===== src/rtl/bcd_pkg.sv =====
// Shared types and constants for the sequential binary-to-BCD converter.
package bcd_pkg;

  typedef enum logic [1:0] {StIdle, StShift, StDone} state_e;

  localparam logic [3:0] ADD3_THRESH = 4'd5;
  localparam logic [3:0] ADD3_VAL    = 4'd3;

  // Smallest digit count whose decimal range covers every BIN_W-bit value.
  function automatic int unsigned min_digits(int unsigned bin_w);
    longint unsigned max_val;
    longint unsigned pow10;
    int unsigned     d;
    max_val = (64'd1 << bin_w) - 64'd1;
    pow10   = 64'd10;
    d       = 1;
    while (pow10 <= max_val) begin
      d     = d + 1;
      pow10 = pow10 * 64'd10;
    end
    return d;
  endfunction

endpackage


===== src/rtl/bcd_add3_digit.sv =====
// One double-dabble correction cell: adds 3 to a BCD digit of 5 or more.
module bcd_add3_digit
  import bcd_pkg::*;
(
  input  logic [3:0] digit,
  output logic [3:0] corrected
);

  assign corrected = (digit >= ADD3_THRESH) ? digit + ADD3_VAL : digit;

endmodule


===== src/rtl/bcd_seq_converter.sv =====
// Multi-cycle binary-to-BCD converter: one shift-and-add-3 step per clock,
// valid/ready handshakes on both sides.
module bcd_seq_converter
  import bcd_pkg::*;
#(
  parameter int unsigned BIN_W  = 8,
  parameter int unsigned DIGITS = 3
) (
  input  logic                clk,
  input  logic                rst_n,
  input  logic                in_valid,
  output logic                in_ready,
  input  logic [BIN_W-1:0]    in_data,
  output logic                out_valid,
  input  logic                out_ready,
  output logic [4*DIGITS-1:0] out_bcd,
  output logic                busy
);

  localparam int unsigned BCD_W = 4 * DIGITS;
  localparam int unsigned SR_W  = BCD_W + BIN_W;
  localparam int unsigned CNT_W = $clog2(BIN_W + 1);

  if (BIN_W < 4 || BIN_W > 16) begin : g_bad_bin_w
    $fatal(1, "bcd_seq_converter: BIN_W=%0d outside 4..16", BIN_W);
  end
  if (DIGITS < min_digits(BIN_W)) begin : g_bad_digits
    $fatal(1, "bcd_seq_converter: DIGITS=%0d too small for BIN_W=%0d", DIGITS, BIN_W);
  end

  state_e             state_q, state_d;
  logic [CNT_W-1:0]   cnt_q, cnt_d;
  logic [SR_W-1:0]    sr_q, sr_d;
  logic [SR_W-1:0]    sr_corr, sr_shift;
  logic [BCD_W-1:0]   bcd_corr;
  logic [BCD_W-1:0]   out_bcd_q, out_bcd_d;
  logic               last_shift;

  // All digits are corrected from the current register value before the shift.
  for (genvar i = 0; i < DIGITS; i++) begin : g_digit
    bcd_add3_digit u_add3 (
      .digit     (sr_q[BIN_W + 4*i +: 4]),
      .corrected (bcd_corr[4*i +: 4])
    );
  end

  assign sr_corr    = {bcd_corr, sr_q[BIN_W-1:0]};
  assign sr_shift   = sr_corr << 1;
  assign last_shift = (cnt_q == CNT_W'(BIN_W - 1));

  // Combinational from out_ready so a finished result and a new input can swap on one edge.
  assign in_ready  = (state_q == StIdle) | ((state_q == StDone) & out_ready);
  assign out_valid = (state_q == StDone);
  assign busy      = (state_q == StShift);
  assign out_bcd   = out_bcd_q;

  always_comb begin
    state_d   = state_q;
    cnt_d     = cnt_q;
    sr_d      = sr_q;
    out_bcd_d = out_bcd_q;
    case (state_q)
      StIdle: begin
        if (in_valid) begin
          sr_d    = {{BCD_W{1'b0}}, in_data};
          cnt_d   = '0;
          state_d = StShift;
        end
      end
      StShift: begin
        sr_d  = sr_shift;
        cnt_d = cnt_q + CNT_W'(1);
        if (last_shift) begin
          out_bcd_d = sr_shift[SR_W-1 -: BCD_W];
          state_d   = StDone;
        end
      end
      StDone: begin
        if (out_ready) begin
          if (in_valid) begin
            sr_d    = {{BCD_W{1'b0}}, in_data};
            cnt_d   = '0;
            state_d = StShift;
          end else begin
            state_d = StIdle;
          end
        end
      end
      default: state_d = StIdle;
    endcase
  end

  always_ff @(posedge clk or negedge rst_n) begin
    if (!rst_n) begin
      state_q   <= StIdle;
      cnt_q     <= '0;
      sr_q      <= '0;
      out_bcd_q <= '0;
    end else begin
      state_q   <= state_d;
      cnt_q     <= cnt_d;
      sr_q      <= sr_d;
      out_bcd_q <= out_bcd_d;
    end
  end

endmodule


===== config.mk =====
export PLATFORM = sky130hd
export DESIGN_NAME = bcd_seq_converter
export DESIGN_NICKNAME = d
export VERILOG_FILES = /design/src/rtl/bcd_pkg.sv /design/src/rtl/bcd_add3_digit.sv /design/src/rtl/bcd_seq_converter.sv
export SDC_FILE = /design/constraint.sdc
export NUM_CORES = 1
export LEC_CHECK = 0
export CORE_ASPECT_RATIO = 0.8
export CORE_MARGIN = 3
export CORE_UTILIZATION = 62
export DETAILED_ROUTE_END_ITERATION = 6
export DONT_BUFFER_PORTS = 1
export PLACE_DENSITY = 0.76
export SLEW_MARGIN = 0
export SYNTH_ARGS = -nofsm -noshare
export SYNTH_HDL_FRONTEND = slang
export SYNTH_SLANG_ARGS = --single-unit

===== constraint.sdc =====
create_clock -name clk -period 1.6 [get_ports clk]
set_input_delay 0.32 -clock clk [delete_from_list [all_inputs] [get_ports clk]]
set_output_delay 0.32 -clock clk [all_outputs]
set_load 0.02 [all_outputs]

==> run_results.csv <==
group,metric,value,unit
detailed_routing,drc,0,
global_routing,grt_pass1_wl,6.03,mm
sta,worst-slew-pin-transition,465,ps
cts,cts_root_buffer,"clkbuf_8",
yosys,synth_adder_area_share,0.0479,
cts,htreeDepth,2,
yosys,synth_compound_area_frac,0.179,
critical_path,worst-path-buf-inv,1,
placement,place.gp.congestion,0.871,
critical_path,worstReg2RegStart,"sr_q[13]",
worst_hold_path,hold_path_class,"in -> reg",
cts,cts_tree,"built",
cts,clkSlewWorstSetupHoldPaths,70,ps
run_status,status,"complete, no violations",
yosys,synth_most_common_cell,"dfrtp_1",
critical_path,path_cells,"inv_1 -> ha_1 -> nand2b_1 -> a21oi_2 -> xnor2_1 -> mux2_2",
critical_path,path_class,"reg -> reg",
yosys,async_flop_share,1.00,
critical_path,arrival,1680,ps
critical_path,required,1760,ps
placement,hpwl,2.48,mm
sta,min_period_over_period,0.947,
critical_path,slowest_stage,"dfrtp_1",
yosys,synth.area.mux_share,0.0595,
yosys,synth_simple_gate_area_frac,0.129,
detailed_routing,ant_nets,0,
detailed_routing,wl_per_cell,16.4,um
sta,max_freq,0.660,GHz
cts,clk_latency,280,ps
placement,port_buffers,0,
flow_run,drv_cap,0,
floorplan,dieArea,3640,um^2
critical_path,cp_num_cells,6,
sta,grt_setup_unrepaired,"false",
detailed_routing,drt_wl_total,3.59,mm
sta,clock_skew,6.25,ps
yosys,synth_area_leader_cell,"dfrtp_1",
critical_path,cp-start-kind,"flop",
critical_path,startpoint,"sr_q[13]",
global_routing,grt_overflow,0,
cts,cts_made_buffers,5,
global_routing,antenna_found_initial,0,
sta,finalSetupTns,0,ps
floorplan,rows,16,
floorplan,top_level_ports,27,
power_and_ir_drop,p_per_area,2210,nW/um^2
yosys,netlist.area_leader.share,0.520,
yosys,synth_xor_area_frac,0.0240,
global_routing,track_usage,0.229,
detailed_routing,vias_per_cell,5.90,
floorplan,initial_utilization,0.697,
cts,clock-sinks,38,
global_routing,grt_max_degree,39,
sta,timing.final.crit_period,1520,ps
sta,hold_violations,0,
sta,maxSlewViolCount,0,
power_and_ir_drop,p_leak,0.941,nW
cts,clockBufferDepth,2,
sta,setup_violations,0,
yosys,syn_inst,169,
placement,pre_cts_ws,24.8,ps
yosys,synth_cell_types,28,
global_routing,grt_pass1_vias,1301,
detailed_routing,drtIter0Drc,101,
critical_path,worstPathMaxFanout,3,
yosys,syn_avg_cell_area,10.8,um^2
floorplan,chipHeight,54.6,um
detailed_routing,vias,1293,
yosys,netlist_top_cells_count,"dfrtp_1 (38), nand2_1 (16), nor2_1 (16)",
power_and_ir_drop,peakVddDrop,0.00120,V
final_layout,insertedDiodeCount,0,
yosys,netlist_area,1830,um^2
yosys,synth-main-ff-cell,"dfrtp_1",
yosys,synth_nets,188,
power_and_ir_drop,p_total,0.00456,W
sta,setup_slack,84.5,ps
yosys,ys_seq_elements,38,
yosys,yosys_warnings,0,
final_layout,nNetsFinal,202,
critical_path,reg2regPathDepth,6,
critical_path,slowest_delay,370,ps
cts,post-cts-setup-buffer-count,0,
floorplan,dieWidth,66.7,um
yosys,synthTopCellsByArea,"dfrtp_1 (52%), ha_1 (4.8%), mux2_2 (4.3%)",
yosys,synth_seq_area_share,0.520,
final_layout,layout-drive-gt1-share,0.197,
floorplan,core_area,2620,um^2
critical_path,endpoint_kind,"flop",
yosys,synth_top_family_by_area,"compound AO/OA/AOI/OAI gates",
critical_path,endpoint,"out_bcd[5]",
critical_path,critPathTopFamily,"flip-flops",
critical_path,r2r_end,"out_bcd[5]",
detailed_routing,dr.pass1.iters,4,
critical_path,r2r_slack,80,ps
sta,slew-limit-headroom,0.689,
final_layout,area_growth,12.6,%
yosys,synth_edf_count,0,
layout make-up:
| cell class | instances | area [um^2] |
|---|---|---|
| clock buffer | 7 | 76.3 |
| fill | 179 | 564 |
| inverter | 9 | 33.8 |
| multi-input combinational | 116 | 823 |
| sequential | 38 | 951 |
| tap | 36 | 45.0 |
| timing repair buffer | 13 | 129 |
where the power goes:
part	switching, W	internal, W
combinational	0.00108	0.000938
clock	0.000302	0.000300
sequential	0.000544	0.00140
total	0.00192	0.00264
cells by family (layout without fill, tap and decap cells):
kind of cell	count (synthesis)	after routing
muxes	10	10
adders and majority gates	7	7
AOI/OAI and AO/OA	47	47
xor gates and xnor gates	5	5
DFF	38	38
buffers and inverters	15	29
and+or+nand+nor	47	47
worst register-to-register path: cells and delay by family (launching register included):
| family | cells | cell delay [ps] |
|---|---|---|
| muxes | 1 | 290 |
| and+or+nand+nor | 1 | 160 |
| xor gates and xnor gates | 1 | 120 |
| DFF | 1 | 370 |
| adders and majority gates | 1 | 190 |
| buffers and inverters | 1 | 90 |
| AOI/OAI and AO/OA | 1 | 190 |
repair_timing:
item / 4_1_cts / 5_1_grt
hold buffers: 2 / 0
resized for setup: 2 / 4
hold endpoints to repair: 38 / 0
gates cloned: 0 / 0
pin swaps: 0 / 2
endpoints found under the setup margin: 2 / 10
sequential cells by signal, indices dropped and copies added, names as in the netlist:
signal / cells
sr_q: 20
out_bcd: 12
cnt_q: 4
state_q: 2
layout by cell type (no fill, tap or decap), types with 4 or more instances in the layout:
cell type / n
mux2_2: 7
buf_4: 9
dfrtp_1: 38
a22o_1: 8
clkbuf_8: 5
nand2b_1: 5
ha_1: 7
o21ai_0: 4
xnor2_1: 5
inv_1: 9
a21oi_1: 6
nand2_1: 16
nor3b_1: 5
nor2_1: 16
a21oi_2: 10
a31oi_1: 7
how the worst min path moves through the flow:
stage	from	cells past startpoint	to	slack, ps
final	in_data[0]	1	sr_q[0]	180
after detailed placement	rst_n	0	sr_q[18]	30
after CTS	in_data[0]	1	sr_q[0]	170
after global placement	rst_n	0	out_bcd[11]	30
after global routing	in_data[0]	1	sr_q[0]	160
after floorplan	rst_n	0	cnt_q[0]	20
through the flow:
stage / cells / cell area [um^2] / hold WS [ps] / util
2_1_floorplan: 169 / 1830 / 24.4 / -
3_3_place_gp: 211 / 1940 / 25.2 / 0.739
3_5_place_dp: 211 / 1940 / 25.2 / 0.739
4_1_cts: 219 / 2040 / 169 / 0.779
6_report: 219 / 2060 / 179 / 0.785
5_1_grt: 219 / 2060 / 160 / 0.785
per-layer routing:
metal,share of wire,global-route usage,vias to the layer above
met2,0.49,0.390,23
met3,0.046,0.0534,4
li1,-,-,628
met4,0.0059,0.0709,0
met5,0,0,-
met1,0.45,0.296,638
Power figures use the tool's default switching activity.
